<file path="config.mk">
export PLATFORM = sky130hd
export DESIGN_NAME = lift_ctrl
export DESIGN_NICKNAME = d
export VERILOG_FILES = /design/src/rtl/lift_ctrl.sv
export SDC_FILE = /design/constraint.sdc
export NUM_CORES = 1
export LEC_CHECK = 0
export CAP_MARGIN = 25
export CORE_AREA = 2 2 86 68
export CTS_CLUSTER_DIAMETER = 120
export CTS_CLUSTER_SIZE = 25
export DETAILED_ROUTE_END_ITERATION = 8
export DIE_AREA = 0 0 88 70
export PLACE_DENSITY = 0.54
export SETUP_SLACK_MARGIN = 0.5
export SLEW_MARGIN = 10
export SYNTH_ARGS = -nofsm -noshare
export SYNTH_HDL_FRONTEND = slang
export SYNTH_SLANG_ARGS = --single-unit
</file>
<file path="constraint.sdc">
create_clock -name clk -period 3.2 [get_ports clk]
set_input_delay 0.48 -clock clk [delete_from_list [all_inputs] [get_ports clk]]
set_output_delay 0.48 -clock clk [all_outputs]
set_load 0.005 [all_outputs]
</file>
<file path="src/rtl/lift_ctrl.sv">
// lift_ctrl: single-car directional-collective dispatch controller for a
// 6-floor lift. Consumes latched hall/car calls and floor sensors, drives
// the motor and door. All outputs come straight from flops.
module lift_ctrl #(
    parameter int DOOR_CYCLES = 8
) (
    input  logic       clk,
    input  logic       reset,
    input  logic [4:0] Hall_call_Up,
    input  logic [5:1] Hall_call_Down,
    input  logic [5:0] Car_call,
    input  logic [5:0] Sensor,
    output logic       OpenDoor,
    output logic       MotorUp,
    output logic       MotorDown,
    output logic [2:0] Floor,
    output logic       Dir
);

    localparam int CNT_W = (DOOR_CYCLES > 1) ? $clog2(DOOR_CYCLES) : 1;
    localparam logic [CNT_W-1:0] CNT_LAST = CNT_W'(DOOR_CYCLES - 1);

    typedef enum logic [2:0] {
        IDLE,
        MOVE_UP,
        MOVE_DOWN,
        DOOR_OPEN,
        DOOR_CLOSE
    } state_t;

    state_t           state_q, state_d;
    logic             open_door_q, open_door_d;
    logic             motor_up_q, motor_up_d;
    logic             motor_down_q, motor_down_d;
    logic [2:0]       floor_q, floor_d;
    logic             dir_q, dir_d;
    logic [CNT_W-1:0] cnt_q, cnt_d;
    logic             relevel_q, relevel_d;

    // Calls widened to 6 bits so every floor indexes the same way; the
    // missing up-call at the top and down-call at the bottom read as 0.
    logic [5:0] hall_up_w;
    logic [5:0] hall_dn_w;
    logic [5:0] req;
    logic       sens_valid;
    logic [2:0] sens_idx;
    logic       above;
    logic       below;
    logic       car_here;
    logic       up_here;
    logic       dn_here;
    logic       req_here;
    logic       stop_up;
    logic       stop_dn;

    assign hall_up_w = {1'b0, Hall_call_Up};
    assign hall_dn_w = {Hall_call_Down, 1'b0};
    assign req       = Car_call | hall_up_w | hall_dn_w;

    // A sensor reading counts only when exactly one bit is set.
    assign sens_valid = (Sensor != 6'd0) && ((Sensor & (Sensor - 6'd1)) == 6'd0);

    assign car_here = |(Car_call & Sensor);
    assign up_here  = |(hall_up_w & Sensor);
    assign dn_here  = |(hall_dn_w & Sensor);
    assign req_here = car_here | up_here | dn_here;

    // Decode the sensed floor index and the requests ahead of / behind it.
    always_comb begin
        sens_idx = 3'd0;
        above    = 1'b0;
        below    = 1'b0;
        for (int i = 0; i < 6; i++) begin
            if (Sensor[i]) begin
                sens_idx = 3'(i);
            end
        end
        for (int g = 0; g < 6; g++) begin
            if (3'(g) > sens_idx) begin
                above = above | req[g];
            end
            if (3'(g) < sens_idx) begin
                below = below | req[g];
            end
        end
    end

    // Passing a floor against the hall-call direction only stops when that
    // call is the last request in the travel direction.
    assign stop_up = car_here | up_here | (dn_here & ~above);
    assign stop_dn = car_here | dn_here | (up_here & ~below);

    // Next-state, direction, door counter and registered-output decode.
    always_comb begin
        state_d   = state_q;
        dir_d     = dir_q;
        floor_d   = floor_q;
        cnt_d     = cnt_q;
        relevel_d = relevel_q;

        if (sens_valid) begin
            floor_d = sens_idx;
        end

        case (state_q)
            IDLE: begin
                relevel_d = 1'b0;
                if (sens_valid) begin
                    if (req_here) begin
                        state_d = DOOR_OPEN;
                        cnt_d   = '0;
                    end else if (dir_q && above) begin
                        state_d = MOVE_UP;
                    end else if (below) begin
                        state_d = MOVE_DOWN;
                        dir_d   = 1'b0;
                    end else if (above) begin
                        state_d = MOVE_UP;
                        dir_d   = 1'b1;
                    end
                end else if (|req) begin
                    // Lost position: creep down until any floor is sensed.
                    state_d   = MOVE_DOWN;
                    relevel_d = 1'b1;
                end
            end
            MOVE_UP: begin
                if (sens_valid) begin
                    if (stop_up) begin
                        state_d = DOOR_OPEN;
                        cnt_d   = '0;
                    end else if (Sensor[5]) begin
                        state_d = IDLE;
                    end
                end
            end
            MOVE_DOWN: begin
                if (sens_valid) begin
                    if (relevel_q) begin
                        state_d   = IDLE;
                        relevel_d = 1'b0;
                    end else if (stop_dn) begin
                        state_d = DOOR_OPEN;
                        cnt_d   = '0;
                    end else if (Sensor[0]) begin
                        state_d = IDLE;
                    end
                end
            end
            DOOR_OPEN: begin
                if (cnt_q == CNT_LAST) begin
                    state_d = DOOR_CLOSE;
                end else begin
                    cnt_d = cnt_q + CNT_W'(1);
                end
            end
            DOOR_CLOSE: begin
                state_d = IDLE;
            end
            default: begin
                state_d   = IDLE;
                relevel_d = 1'b0;
            end
        endcase

        open_door_d  = (state_d == DOOR_OPEN);
        motor_up_d   = (state_d == MOVE_UP);
        motor_down_d = (state_d == MOVE_DOWN);
    end

    // Single state register; reset drops motor and door immediately.
    always_ff @(posedge clk or posedge reset) begin
        if (reset) begin
            state_q      <= IDLE;
            open_door_q  <= 1'b0;
            motor_up_q   <= 1'b0;
            motor_down_q <= 1'b0;
            floor_q      <= 3'd0;
            dir_q        <= 1'b1;
            cnt_q        <= '0;
            relevel_q    <= 1'b0;
        end else begin
            state_q      <= state_d;
            open_door_q  <= open_door_d;
            motor_up_q   <= motor_up_d;
            motor_down_q <= motor_down_d;
            floor_q      <= floor_d;
            dir_q        <= dir_d;
            cnt_q        <= cnt_d;
            relevel_q    <= relevel_d;
        end
    end

    assign OpenDoor  = open_door_q;
    assign MotorUp   = motor_up_q;
    assign MotorDown = motor_down_q;
    assign Floor     = floor_q;
    assign Dir       = dir_q;

endmodule

</file>
==> results of run 1 <==
worst min-delay path by stage:
stage	start	to	slack, ps
CTS	cnt_q[0]	cnt_q[0]	490
global route	Floor[2]	Floor[2]	510
floorplan	reset	Floor[0]	370
detailed placement	Floor[2]	Floor[2]	480
finish	cnt_q[0]	cnt_q[0]	490
global placement	cnt_q[0]	cnt_q[0]	480
per-layer routing:
metal	vias to the layer above	global-route usage [%]
met2	40	17.3
met3	2	4.26
li1	621	-
met1	601	17.2
met4	0	1.37
met5	-	0
state kept, by name (all words and copies together) (netlist names):
name / cells
OpenDoor: 1
state_q: 3
relevel_q: 1
Dir: 1
MotorUp: 1
cnt_q: 3
MotorDown: 1
Floor: 3
what timing repair did:
action / 4_1_cts / 5_1_grt
buffers inserted: 0 / 1
endpoints found under the setup margin: 2 / 5
gates resized for setup: 1 / 4
pin swaps: 0 / 1
final cells by class:
| cell class | count | area (um2) | area share (%) |
|---|---|---|---|
| inverter | 6 | 22.5 | 1.30 |
| sequential | 14 | 352 | 20.3 |
| multi-input combinational | 118 | 857 | 49.5 |
| tap | 78 | 97.6 | 5.63 |
| timing repair buffer | 36 | 349 | 20.1 |
| clock buffer | 4 | 55.1 | 3.18 |
worst register-to-register path, cell delays in order (launching register included):
cell       delay [ps]
dfrtp_1           390
ha_1              200
ha_1              210
nor2_1            200
a21oi_4            50
a2111oi_4         320
buf_4             190
mux2_4            290
per-stage QoR:
step	worst slack (ps)	instances
finish	596	256
CTS	526	255
floorplan	979	145
global placement	212	251
global route	508	256
detailed placement	193	251
cells by family after synthesis:
kind of cell    count (synthesis)  share of synthesized area, %
buf+inv                        13                          6.81
simple gates                   63                          28.5
mux                             4                          3.89
fa+ha+maj                       2                          1.95
xor+xnor                        2                          1.36
compound gates                 47                          30.2
flops                          14                          27.3
power by group through the flow:
stage / Clock [uW] / Sequential [uW] / Combinational (uW)
global placement: 0 / 292 / 341
finish: 175 / 285 / 351
global route: 191 / 297 / 390
floorplan: 0 / 269 / 234
CTS: 180 / 286 / 341
detailed placement: 0 / 289 / 341
placed cells by master (no fill, tap or decap), types with 2 or more instances in the layout:
master,count
nand3_1,3
a21oi_1,6
nor3_2,5
mux2i_1,2
and2_1,2
xor2_1,2
nand4_1,2
o21a_1,3
ha_1,2
or3_1,3
nor2_1,12
and4_1,2
and3_1,5
mux2_4,2
nand2b_1,4
a211oi_1,5
a22oi_1,4
o31a_1,2
nor2b_1,2
dlymetal6s2s_1,2
inv_1,6
o21ai_0,9
nor3_1,4
clkdlybuf4s50_1,27
buf_4,6
a222oi_1,2
dfrtp_1,13
nand2_1,12
clkbuf_8,4
a2111o_1,2
o21ai_1,2
==> results.sh, run 1 <==
export IMPL_postPlaceCellArea_um2=1660
export IMPL_fin_tns_setup_ps=0
export IMPL_wl_per_cell_um=13.4
export IMPL_total_power_uw=811
export IMPL_synthesis_area_um2=1290
export IMPL_cp_start_kind="primary input"
export IMPL_clockPowerShare_pct=21.6
export IMPL_grt_max_degree=18
export IMPL_post_route_util_pct=31.9
export IMPL_yosysUniqueCellTypes=50
export IMPL_synth_async_reset_ratio_pct=100
export IMPL_worstMarginPinSlew_ps=560
export IMPL_vias_per_cell=4.94
export IMPL_synth_area_per_cell_um2=8.87
export IMPL_drv_slew=0
export IMPL_clock_latency_ps=250
export IMPL_antenna_found_initial=0
export IMPL_max_stage_delay_ps=560
export IMPL_worst_hold_slack_ps=488
export IMPL_area_growth_pct=34.7
export IMPL_p_int_uw=529
export IMPL_slew_headroom_pct=62.1
export IMPL_p_switching_uw=283
export IMPL_critical_path_startpoint="Sensor[1]"
export IMPL_clk_pin_slew_ps=60
export IMPL_critPathTopFamily="compound AO/OA/AOI/OAI gates"
export IMPL_htree_levels=1
export IMPL_yosysTopAreaCell="dfrtp_1"
export IMPL_period_needed_ps=2600
export IMPL_start_util_pct=23.7
export IMPL_status="complete, no violations"
export IMPL_grt_use_total_pct=11.9
export IMPL_end_kind="flop"
export IMPL_regToRegStartpoint="cnt_q[0]"
export IMPL_grt_pass1_wl_mm=5.91
export IMPL_rsz0062_at_grt="no"
export IMPL_clk_path_buf_depth=2
export IMPL_io_pins=31
export IMPL_clock_skew_ps=2.41
export IMPL_crit_chain="clkdlybuf4s50_1, nand2b_1, a2111o_1, o31ai_4, a21oi_4, a2111oi_4, buf_4, mux2_4"
export IMPL_power_leakage_uw=0.000676
export IMPL_crit_cells=8
export IMPL_required_ps=3330
export IMPL_overflow=0
export IMPL_peakVddDrop_mv=0.136
export IMPL_synthTopCellsByArea="dfrtp_1, buf_6, o21ai_0"
export IMPL_final_hold_violation_count=0
export IMPL_fillers=562
export IMPL_setup_violations=0
export IMPL_path_buf_inv=2
export IMPL_dieHeight_um=70
export IMPL_fmax_ghz=0.384
export IMPL_fin_crit_sh_pct=81.4
export IMPL_cts_buffers_inserted=3
export IMPL_diodes=0
export IMPL_synth_net_count=171
export IMPL_vias=1264
export IMPL_crit_end="cnt_q[2]"
export IMPL_ff2ff_setup_slack_ps=1220
export IMPL_drc=0
export IMPL_wl_met2_mm=1.53
export IMPL_yosys_most_used_dff="dfrtp_1"
export IMPL_rows=24
export IMPL_cap_violations=0
export IMPL_post_dp_hpwl_mm=2.68
export IMPL_arrival_ps=2740
export IMPL_cp_max_fo=9
export IMPL_fp_coreArea_um2=5440
export IMPL_die_area_um2=6160
export IMPL_ctsRootBufferMaster="clkbuf_8"
export IMPL_yosys_warnings=0
export IMPL_drtIter0Drc=148
export IMPL_syn_inst=145
export IMPL_hold_depth=1
export IMPL_grt_pass1_vias=1228
export IMPL_synth_top_area_share_pct=25.3
export IMPL_wl_mm=3.43
export IMPL_fin_area_um2=1730
export IMPL_seqPwrFrac_pct=35.2
export IMPL_critPathSlowestCell="clkdlybuf4s50_1"
export IMPL_r2r_end="cnt_q[2]"
export IMPL_pwr_share_comb_pct=43.2
export IMPL_portBuffers=30
export IMPL_reg2reg_depth=7
export IMPL_gp_congestion=0.894
export IMPL_cts_hold_buffers=0
export IMPL_met3WireLength_um=219
export IMPL_drt_pass1_iter_count=4
export IMPL_yosysSeqAreaShare_pct=27.3
export IMPL_fin_nets=205
export IMPL_dieWidth_um=88
export IMPL_yosysMostFrequentCell="dfrtp_1"
export IMPL_p_per_area_nw_per_um2=468
export IMPL_wl_met1_mm=1.67
export IMPL_criticalPathCategory="in2reg"
export IMPL_top_layer_used="met4"
export IMPL_drtAntennaViolNets=0
export IMPL_drive_gt1_share_pct=15.2
export IMPL_hold_path_class="reg2reg"
export IMPL_ys_top_cells_by_count="dfrtp_1, nand2_1, nor2_1"
export IMPL_cts_tree="built"
export IMPL_clkSinkCount=14
export IMPL_synth_edff_count=0
export IMPL_synth_seq_cells=14
export IMPL_p_sw_share_pct=34.8
Note: power is estimated with default switching activity, not from simulation.
==> run 2, diff against run 1 <==
--- a/config.mk
+++ b/config.mk
@@ -11,7 +11,7 @@
 export CTS_CLUSTER_SIZE = 25
 export DETAILED_ROUTE_END_ITERATION = 8
 export DIE_AREA = 0 0 88 70
-export PLACE_DENSITY = 0.54
+export PLACE_DENSITY = 0.56
 export SETUP_SLACK_MARGIN = 0.5
 export SLEW_MARGIN = 10
 export SYNTH_ARGS = -nofsm -noshare
==> constraint.sdc (replaced) <==
create_clock -name clk -period 2.3 [get_ports clk]
set_input_delay 0.345 -clock clk [delete_from_list [all_inputs] [get_ports clk]]
set_output_delay 0.345 -clock clk [all_outputs]
set_load 0.005 [all_outputs]
==> results.sh, run 2 (synthesized netlist as in run 1, its figures left out) <==
export IMPL_diodes=0
export IMPL_gr_usage_met2_pct=23.7
export IMPL_rsz0062_at_grt="yes"
export IMPL_post_dp_hpwl_mm=3.08
export IMPL_ff2ff_setup_slack_ps=450
export IMPL_htree_levels=1
export IMPL_vias=1463
export IMPL_cp_start_kind="primary input"
export IMPL_required_ps=2420
export IMPL_final_hold_violation_count=0
export IMPL_grt_pass1_wl_mm=7.18
export IMPL_wl_mm=4.28
export IMPL_fin_area_um2=2340
export IMPL_use_met3_pct=3.31
export IMPL_p_switching_uw=451
export IMPL_setup_violations=0
export IMPL_grt_max_degree=15
export IMPL_vias_per_cell=4.81
export IMPL_cts_buffers_inserted=3
export IMPL_area_growth_pct=82.3
export IMPL_grt_pass1_vias=1456
export IMPL_busiest_layer="met2"
export IMPL_fin_cells=304
export IMPL_ctsRootBufferMaster="clkbuf_8"
export IMPL_placedCellCount=284
export IMPL_fmax_ghz=0.501
export IMPL_worstMarginPinSlew_ps=530
export IMPL_end_kind="flop"
export IMPL_p_int_uw=800
export IMPL_drv_slew=0
export IMPL_drive_gt1_share_pct=54.9
export IMPL_fin_crit_sh_pct=86.7
export IMPL_final_cell_mix="buf_4, buf_6, dfrtp_1"
export IMPL_seqPwrFrac_pct=31.9
export IMPL_wl_per_cell_um=14.1
export IMPL_clockPowerShare_pct=16.1
export IMPL_regToRegStartpoint="cnt_q[0]"
export IMPL_clock_latency_ps=240
export IMPL_status="complete, no violations"
export IMPL_met1_usage_pct=20.6
export IMPL_drtIter0Drc=129
export IMPL_rows=24
export IMPL_clk_pin_slew_ps=60
export IMPL_cts_tree="built"
export IMPL_grt_use_total_pct=14.6
export IMPL_dp_slack_ps=-457
export IMPL_arrival_ps=2120
export IMPL_drc=0
export IMPL_cts_hold_buffers=0
export IMPL_portBuffers=30
export IMPL_p_per_area_nw_per_um2=533
export IMPL_antenna_found_initial=0
export IMPL_postPlaceCellArea_um2=1940
export IMPL_period_needed_ps=1990
export IMPL_overflow=0
export IMPL_cp_max_fo=7
export IMPL_peakVddDrop_mv=0.252
export IMPL_fp_coreArea_um2=5440
export IMPL_drtAntennaViolNets=0
export IMPL_clock_skew_ps=4.13
export IMPL_die_area_um2=6160
export IMPL_drt_pass1_iter_count=6
export IMPL_reg2reg_depth=7
export IMPL_clk_path_buf_depth=2
export IMPL_dieHeight_um=70
export IMPL_hold_path_class="in2async"
export IMPL_layout_commonest_cell="buf_4"
export IMPL_dieWidth_um=88
export IMPL_r2r_end="MotorUp"
export IMPL_slew_headroom_pct=64.6
export IMPL_io_pins=31
export IMPL_power_leakage_uw=0.000990
export IMPL_final_setup_worst_slack_ps=305
export IMPL_p_sw_share_pct=36.1
export IMPL_clkSinkCount=14
export IMPL_start_util_pct=23.7
export IMPL_gp_congestion=0.887
export IMPL_cap_violations=0
export IMPL_fin_nets=253
export IMPL_criticalPathCategory="in2reg"
export IMPL_pwr_share_comb_pct=52.0
==> run 2: cell count changes in the layout (fill, tap and decap cells not counted), moves of 3 or more <==
cell,delta
o21ai_0,-3
nor3_2,-3
clkdlybuf4s15_2,+3
clkdlybuf4s50_1,-19
buf_6,+17
nor2_1,-3
buf_2,+8
a211oi_1,-4
buf_4,+35
a211oi_2,+4
nor3_4,+5
==> run 2: repair_timing <==
action	CTS	global route
gates resized for setup	125	22
buffers inserted	13	3
pin swaps	36	17
setup endpoints to repair	13	9
endpoints found under the hold margin	0	0
==> run 2: area by class of cell <==
type	count	area, um2
clock buffers	4	45.0
fillers	529	3090
inverters	6	22.5
multi-input cells	118	1110
flip-flops and latches	14	352
well taps	78	97.6
repair buffers	84	721
==> run 2: routing by layer <==
layer	wire [um]	up-vias	part of all wire [%]
met1	1900	703	45
met3	266	0	6.2
met2	2110	44	49
met4	0	0	0
met5	0	-	0
li1	-	716	-
==> run 2: critical path: stages <==
cell,delay (ps)
buf_2,80
buf_6,130
buf_4,130
buf_6,100
o311ai_2,140
a211oi_2,290
nor3_2,100
a2111oi_4,470
mux2_4,330
==> run 2: how the worst max path moves through the flow <==
stage	endpoint	depth (start not counted)	startpoint
5_1_grt	cnt_q[1]	9	Sensor[3]
3_3_place_gp	cnt_q[2]	7	Sensor[4]
2_1_floorplan	cnt_q[1]	7	Sensor[3]
4_1_cts	cnt_q[2]	8	Car_call[3]
3_5_place_dp	cnt_q[1]	7	Sensor[4]
6_report	cnt_q[1]	9	Sensor[3]
==> run 2: power by group through the flow <==
stage	clock (uW)	sequential [uW]	combinational (uW)
floorplan	0	374	328
global placement	0	397	547
detailed placement	0	395	553
CTS	210	395	624
global route	225	410	715
finish	202	398	650
==> run 2: through the flow <==
| step | setup TNS, ps | power (uW) | util [%] | hold slack [ps] |
|---|---|---|---|---|
| after floorplan | 0 | 703 | - | 234 |
| after global placement | -2860 | 943 | 35.7 | 478 |
| final | 0 | 1250 | 43.1 | 451 |
| after CTS | 0 | 1230 | 41.6 | 475 |
| after detailed placement | -3060 | 948 | 35.7 | 485 |
| after global routing | 0 | 1350 | 43.1 | 513 |
